<file path="config.mk">
export PLATFORM = sky130hd
export DESIGN_NAME = fft_bitrev_reorder
export DESIGN_NICKNAME = d
export VERILOG_FILES = /design/src/rtl/fft_pkg.sv /design/src/rtl/fft_reorder_bank.sv /design/src/rtl/fft_bitrev_reorder.sv
export SDC_FILE = /design/constraint.sdc
export NUM_CORES = 2
export LEC_CHECK = 0
export CORE_MARGIN = 4
export CORE_UTILIZATION = 25
export CTS_BUF_LIST = sky130_fd_sc_hd__clkbuf_16
export DETAILED_ROUTE_END_ITERATION = 8
export SYNTH_ARGS = -nofsm -noshare
export SYNTH_HDL_FRONTEND = slang
export SYNTH_SLANG_ARGS = --single-unit
</file>
<file path="constraint.sdc">
create_clock -name clk -period 5.6 [get_ports clk]
set_input_delay 0.84 -clock clk [delete_from_list [all_inputs] [get_ports clk]]
set_output_delay 0.84 -clock clk [all_outputs]
set_load 0.1 [all_outputs]
</file>
<file path="src/rtl/fft_pkg.sv">
// fft_pkg: constants and helpers shared by the 32-point FFT stages and
// the output reorder buffer.
//   N      points per frame
//   LOG2N  bin index width
//   W      sample width (signed, 10 integer / 8 fractional bits)
//   rd_state_e  read-side FSM states of the reorder buffer
//   bitrev()    reverses the LOG2N bits of a bin/slot index
//   abs_u()     magnitude of a signed W-bit sample as an unsigned W-bit value
package fft_pkg;

    localparam int N     = 32;
    localparam int LOG2N = 5;
    localparam int W     = 18;

    typedef enum logic {
        RD_IDLE  = 1'b0,
        RD_DRAIN = 1'b1
    } rd_state_e;

    function automatic logic [LOG2N-1:0] bitrev(input logic [LOG2N-1:0] x);
        logic [LOG2N-1:0] r;
        for (int b = 0; b < LOG2N; b++) begin
            r[b] = x[LOG2N-1-b];
        end
        return r;
    endfunction

    // The most negative value maps to 2^(W-1), which is still representable
    // because the result is treated as unsigned.
    function automatic logic [W-1:0] abs_u(input logic [W-1:0] x);
        return x[W-1] ? (~x + 1'b1) : x;
    endfunction

endpackage

</file>
<file path="src/rtl/fft_reorder_bank.sv">
// fft_reorder_bank: one N-entry bank of the reorder ping-pong buffer.
// Storage is a plain register array (not reset); one synchronous write
// port and one combinational read port.
// Ports:
//   clk      clock
//   we_i     write enable
//   waddr_i  write address (LOG2N bits)
//   wdata_i  write data {re, im}, 2*W bits
//   raddr_i  read address (LOG2N bits)
//   rdata_o  read data {re, im}, combinational from raddr_i
module fft_reorder_bank
    import fft_pkg::*;
(
    input  logic               clk,
    input  logic               we_i,
    input  logic [LOG2N-1:0]   waddr_i,
    input  logic [2*W-1:0]     wdata_i,
    input  logic [LOG2N-1:0]   raddr_i,
    output logic [2*W-1:0]     rdata_o
);

    logic [2*W-1:0] mem_q [N];

    always_ff @(posedge clk) begin
        if (we_i) begin
            mem_q[waddr_i] <= wdata_i;
        end
    end

    assign rdata_o = mem_q[raddr_i];

endmodule

</file>
<file path="src/rtl/fft_bitrev_reorder.sv">
// fft_bitrev_reorder: output reorder buffer behind the 32-point FFT.
// The FFT emits bins in bit-reversed order; each input sample is written
// to slot bitrev(wr_cnt) of the filling bank, so a completed bank holds
// the frame in natural order and is drained linearly, one bin per cycle.
// Two banks ping-pong: one fills while the other drains.
//
// Optional feature macro: FFT_REORDER_MAG_EN adds mag_o = |re| + |im|.
//
// Handshake: valid_i qualifies data_in_* on each rising edge; there is no
// backpressure in either direction. valid_o qualifies sop_o, index_o and
// data_out_* (and mag_o) for exactly the cycle it is high; when valid_o
// is low the data outputs hold their last value.
//
// Ports:
//   clk, rst            clock, synchronous active-high reset
//   valid_i             input sample valid (FFT finish)
//   data_in_r/_i        input sample, signed W bits
//   valid_o             output sample valid
//   sop_o               high with bin 0 of each output frame
//   index_o             natural-order bin index of the output
//   data_out_r/_i       output sample, signed W bits
//   mag_o               |re|+|im|, W+1 bits (FFT_REORDER_MAG_EN only)
//   state_o             read FSM state (debug observation)
module fft_bitrev_reorder
    import fft_pkg::*;
(
    input  logic                    clk,
    input  logic                    rst,
    input  logic                    valid_i,
    input  logic signed [W-1:0]     data_in_r,
    input  logic signed [W-1:0]     data_in_i,
    output logic                    valid_o,
    output logic                    sop_o,
    output logic [LOG2N-1:0]        index_o,
    output logic signed [W-1:0]     data_out_r,
    output logic signed [W-1:0]     data_out_i,
`ifdef FFT_REORDER_MAG_EN
    output logic [W:0]              mag_o,
`endif
    output rd_state_e               state_o
);

    localparam logic [LOG2N-1:0] LAST_IDX = LOG2N'(N - 1);

    // Write side
    logic [LOG2N-1:0] wr_cnt_q;
    logic             wr_bank_q;
    logic             wr_last;
    logic [1:0]       bank_we;

    // Read side
    rd_state_e        state_q;
    logic [LOG2N-1:0] rd_cnt_q;
    logic             rd_bank_q;
    logic             rd_fire;
    logic             rd_last;

    logic [1:0]       full_q;
    logic [1:0]       full_set;
    logic [1:0]       full_clr;

    logic [2*W-1:0]   wdata;
    logic [2*W-1:0]   rdata0;
    logic [2*W-1:0]   rdata1;
    logic [2*W-1:0]   rd_word;

    assign wdata   = {data_in_r, data_in_i};
    assign wr_last = valid_i && (wr_cnt_q == LAST_IDX);

    // IDLE performs the read of bin 0 itself as soon as the bank is full,
    // so bin 0 appears one edge after the frame's last write.
    assign rd_fire = (state_q == RD_DRAIN) || full_q[rd_bank_q];
    assign rd_last = (state_q == RD_DRAIN) && (rd_cnt_q == LAST_IDX);
    assign rd_word = rd_bank_q ? rdata1 : rdata0;

    always_comb begin
        bank_we  = '0;
        full_set = '0;
        full_clr = '0;
        if (valid_i && !rst) begin
            bank_we[wr_bank_q] = 1'b1;
        end
        if (wr_last) begin
            full_set[wr_bank_q] = 1'b1;
        end
        if (rd_last) begin
            full_clr[rd_bank_q] = 1'b1;
        end
    end

    fft_reorder_bank u_bank0 (
        .clk     (clk),
        .we_i    (bank_we[0]),
        .waddr_i (bitrev(wr_cnt_q)),
        .wdata_i (wdata),
        .raddr_i (rd_cnt_q),
        .rdata_o (rdata0)
    );

    fft_reorder_bank u_bank1 (
        .clk     (clk),
        .we_i    (bank_we[1]),
        .waddr_i (bitrev(wr_cnt_q)),
        .wdata_i (wdata),
        .raddr_i (rd_cnt_q),
        .rdata_o (rdata1)
    );

`ifdef FFT_REORDER_MAG_EN
    logic [W:0] mag_d;
    assign mag_d = {1'b0, abs_u(rd_word[2*W-1:W])} + {1'b0, abs_u(rd_word[W-1:0])};
`endif

    // Write counter, fill bank pointer and full flags. Set and clear always
    // target different banks, so both can apply on the same edge.
    always_ff @(posedge clk) begin
        if (rst) begin
            wr_cnt_q  <= '0;
            wr_bank_q <= 1'b0;
            full_q    <= '0;
        end else begin
            if (valid_i) begin
                wr_cnt_q <= wr_cnt_q + 1'b1;
                if (wr_last) begin
                    wr_bank_q <= ~wr_bank_q;
                end
            end
            full_q <= (full_q | full_set) & ~full_clr;
        end
    end

    // Read FSM with registered outputs.
    always_ff @(posedge clk) begin
        if (rst) begin
            state_q    <= RD_IDLE;
            rd_cnt_q   <= '0;
            rd_bank_q  <= 1'b0;
            valid_o    <= 1'b0;
            sop_o      <= 1'b0;
            index_o    <= '0;
            data_out_r <= '0;
            data_out_i <= '0;
`ifdef FFT_REORDER_MAG_EN
            mag_o      <= '0;
`endif
        end else begin
            if (rd_fire) begin
                valid_o    <= 1'b1;
                sop_o      <= (rd_cnt_q == '0);
                index_o    <= rd_cnt_q;
                data_out_r <= rd_word[2*W-1:W];
                data_out_i <= rd_word[W-1:0];
`ifdef FFT_REORDER_MAG_EN
                mag_o      <= mag_d;
`endif
            end else begin
                valid_o <= 1'b0;
                sop_o   <= 1'b0;
            end

            case (state_q)
                RD_IDLE: begin
                    if (full_q[rd_bank_q]) begin
                        rd_cnt_q <= rd_cnt_q + 1'b1;
                        state_q  <= RD_DRAIN;
                    end
                end
                RD_DRAIN: begin
                    rd_cnt_q <= rd_cnt_q + 1'b1;
                    if (rd_last) begin
                        rd_bank_q <= ~rd_bank_q;
                        // A frame that completes on this very edge is picked
                        // up from IDLE next cycle without a bubble.
                        state_q   <= full_q[~rd_bank_q] ? RD_DRAIN : RD_IDLE;
                    end
                end
                default: state_q <= RD_IDLE;
            endcase
        end
    end

    assign state_o = state_q;

endmodule

</file>
==> flow_metrics.env <==
export IMPL_status="complete, no violations"
export IMPL_layout_common_cells="edfxtp_1 (2304), mux4_2 (499), mux2i_1 (259), clkbuf_16 (225), buf_4 (146)"
export IMPL_dpl_cell_count=8944
export IMPL_final_common_cell="edfxtp_1"
export IMPL_clk_pin_slew_worst_paths_ns=0.06
export IMPL_fp_dieH_um=609.8
export IMPL_finish_instance_area_um2=104800
export IMPL_vdd_drop_max_uv=294.8
export IMPL_clock_sinks=2367
export IMPL_rows=220
export IMPL_finalHoldViolations=0
export IMPL_critPathKind="flop to primary output"
export IMPL_finalCritPeriodShare=0.6276
export IMPL_syn_area_um2=90550
export IMPL_cts_buffers=220
export IMPL_critical_path_top_delay_family="buffers and inverters"
export IMPL_io_pins=83
export IMPL_syn_nets=4207
export IMPL_synthCells=4158
export IMPL_startpoint="data_out_r[7]"
export IMPL_drv_cap=0
export IMPL_drtIter0Drc=5756
export IMPL_cp_slowest_cell="clkdlybuf4s50_1"
export IMPL_grt_pass1_vias=43238
export IMPL_grt_max_degree=93
export IMPL_cts_hold_buf=0
export IMPL_ff2ff_path_depth=6
export IMPL_crit_required_ns=4.76
export IMPL_fin_cells=9361
export IMPL_worstPathArrival_ns=2.67
export IMPL_grt_setup_unrepaired="false"
export IMPL_antenna_found_initial=31
export IMPL_drcViolationCount=0
export IMPL_fin_tns_setup_ns=0
export IMPL_portBuffers=82
export IMPL_drt_total_wl_um=232800
export IMPL_firstDrtPassIters=6
export IMPL_synthArstFlopShare=0
export IMPL_hold_path_class="flop to flop"
export IMPL_crit_buf_inv=1
export IMPL_crit_end="data_out_r[7]"
export IMPL_yosysSeqAreaShare=0.7780
export IMPL_vias=43801
export IMPL_crit_path_cell_trace="clkdlybuf4s50_1"
export IMPL_synth_warnings=0
export IMPL_setup_viol=0
export IMPL_core_um2=360000
export IMPL_power_uw=34240
export IMPL_timing_rr_end="data_out_i[12]"
export IMPL_worstMarginPinSlew_ns=1.278
export IMPL_gp_congestion=0.8351
export IMPL_postSynthAreaPerCell_um2=21.78
export IMPL_clock_latency_ns=0.84
export IMPL_endpoint_kind="primary output"
export IMPL_yosys_area_top_type="edfxtp_1"
export IMPL_wl_per_cell_um=24.87
export IMPL_fillers=34892
export IMPL_start_kind="flop"
export IMPL_synth_edf_count=2304
export IMPL_cts_buffer_depth=3
export IMPL_die_w_um=609.8
export IMPL_postCtsResizedCells=0
export IMPL_fmax_mhz=284.5
export IMPL_synth_top_cell_area_share=0.7641
export IMPL_initial_core_util=0.2515
export IMPL_min_period_ns=3.514
export IMPL_slew_viol_final=0
export IMPL_grt_pass1_wl_um=330400
export IMPL_gr_total_overflow=0
export IMPL_ys_seq_elements=2367
export IMPL_layout_drive_gt1_share=0.2440
export IMPL_cts_setup_buffers=0
export IMPL_antenna_left=0
export IMPL_fin_nets=4442
export IMPL_skew_ns=0.03822
export IMPL_fin_ws_ns=2.086
export IMPL_cp_max_fo=3
export IMPL_ys_flop_type="edfxtp_1"
export IMPL_drt_vias_per_instance=4.679
export IMPL_h_tree_depth=4
export IMPL_die_area_um2=371900
export IMPL_synthTopCellsByArea="edfxtp_1 (76%), mux4_2 (12%), mux2i_1 (2.9%)"
export IMPL_root_buffer="clkbuf_16"
export IMPL_p_per_area_nw_per_um2=326.7
export IMPL_critical_path_max_stage_delay_ns=1.26
export IMPL_r2r_slack_ns=2.11
export IMPL_worst_path_stages=1
export IMPL_slew_headroom=0.1459
export IMPL_area_growth_syn_to_layout_pct=15.76
export IMPL_cts_tree="yes"
export IMPL_dpl_cell_area_um2=97960
export IMPL_dp_hpwl_um=143400
export IMPL_ys_types=61
export IMPL_dpl_worst_slack_ns=1.402
export IMPL_track_usage=0.1214
export IMPL_total_leakage_power_uw=0.03082
how the worst min path moves through the flow:
stage	start	end	slack [ns]	depth (start not counted)
after CTS	rst	index_o[2]	0.46	2
after floorplan	rd_cnt_q[4]	index_o[4]	0.50	2
final	data_out_r[14]	data_out_r[14]	0.50	2
after global placement	data_out_i[15]	data_out_i[15]	0.47	2
after global routing	rst	wr_bank_q	0.49	2
after detailed placement	data_out_r[14]	data_out_r[14]	0.49	2
final cells by class:
| cell class | instances | area [µm²] | share of cell area |
|---|---|---|---|
| flip-flops and latches | 2367 | 70460 | 0.6722 |
| multi-input cells | 1548 | 19250 | 0.1836 |
| clock inverters | 181 | 1205 | 0.01150 |
| inverters | 10 | 41.29 | 0.0003939 |
| clock buffers | 225 | 5630 | 0.05372 |
| diodes | 11 | 27.53 | 0.0002626 |
| well taps | 4773 | 5972 | 0.05697 |
| repair buffers | 246 | 2232 | 0.02130 |
cells by family (layout without fill, tap and decap cells):
group / Yosys count / in the layout / share of synthesized area
XOR/XNOR: 7 / 7 / 0.0006771
AND/OR/NAND/NOR: 313 / 313 / 0.01499
adder cells (fa/ha/maj): 10 / 10 / 0.001382
AO/OA/AOI/OAI: 436 / 436 / 0.03407
flip-flops: 2367 / 2367 / 0.7780
other: 0 / 11 / 0
multiplexers: 782 / 782 / 0.1557
buffers and inverters: 243 / 662 / 0.01514
registers in the layout (all words and copies together), names as in the netlist, named ones only:
| register | flops |
|---|---|
| wr_bank_q | 1 |
| rd_cnt_q | 5 |
| index_o | 5 |
| sop_o | 1 |
| u_bank1.mem_q | 1152 |
| wr_cnt_q | 5 |
| u_bank0.mem_q | 1152 |
| full_q | 2 |
| state_o | 1 |
| data_out_r | 18 |
| data_out_i | 18 |
| rd_bank_q | 1 |
| valid_o | 1 |
synth_stat cells (all sizes together) (22+ instances only):
master / number
dfxtp: 63
mux2i: 259
o221ai: 70
nor3: 22
nor2: 136
edfxtp: 2304
a31oi: 28
buf: 151
mux2: 24
a21oi: 83
clkbuf: 82
o21ai: 34
o22ai: 72
a22oi: 22
nand2: 90
mux4: 499
report_power, final:
part | total, µW | internal, µW | switching [µW]
Clock | 14300 | 7920 | 6350
Sequential | 19500 | 19500 | 9.63
Combinational | 510 | 74.2 | 436
Total | 34200 | 27400 | 6800
routing by layer:
metal | wire length, µm | vias to the layer above | share of wire | track usage
met5 | 27 | - | 0.00012 | 0
met4 | 5148 | 4 | 0.022 | 0.02770
met3 | 18930 | 304 | 0.081 | 0.02525
met2 | 111400 | 1864 | 0.48 | 0.1956
met1 | 97360 | 23537 | 0.42 | 0.1685
li1 | - | 18092 | - | -
through the flow:
stage / hold slack [ns] / util
floorplan: 0.5049 / -
global placement: 0.4732 / 0.2721
detailed placement: 0.4881 / 0.2721
CTS: 0.4608 / 0.2910
global route: 0.4923 / 0.2911
finish: 0.5014 / 0.2911
No activity file was read; power rests on OpenSTA's default activity.
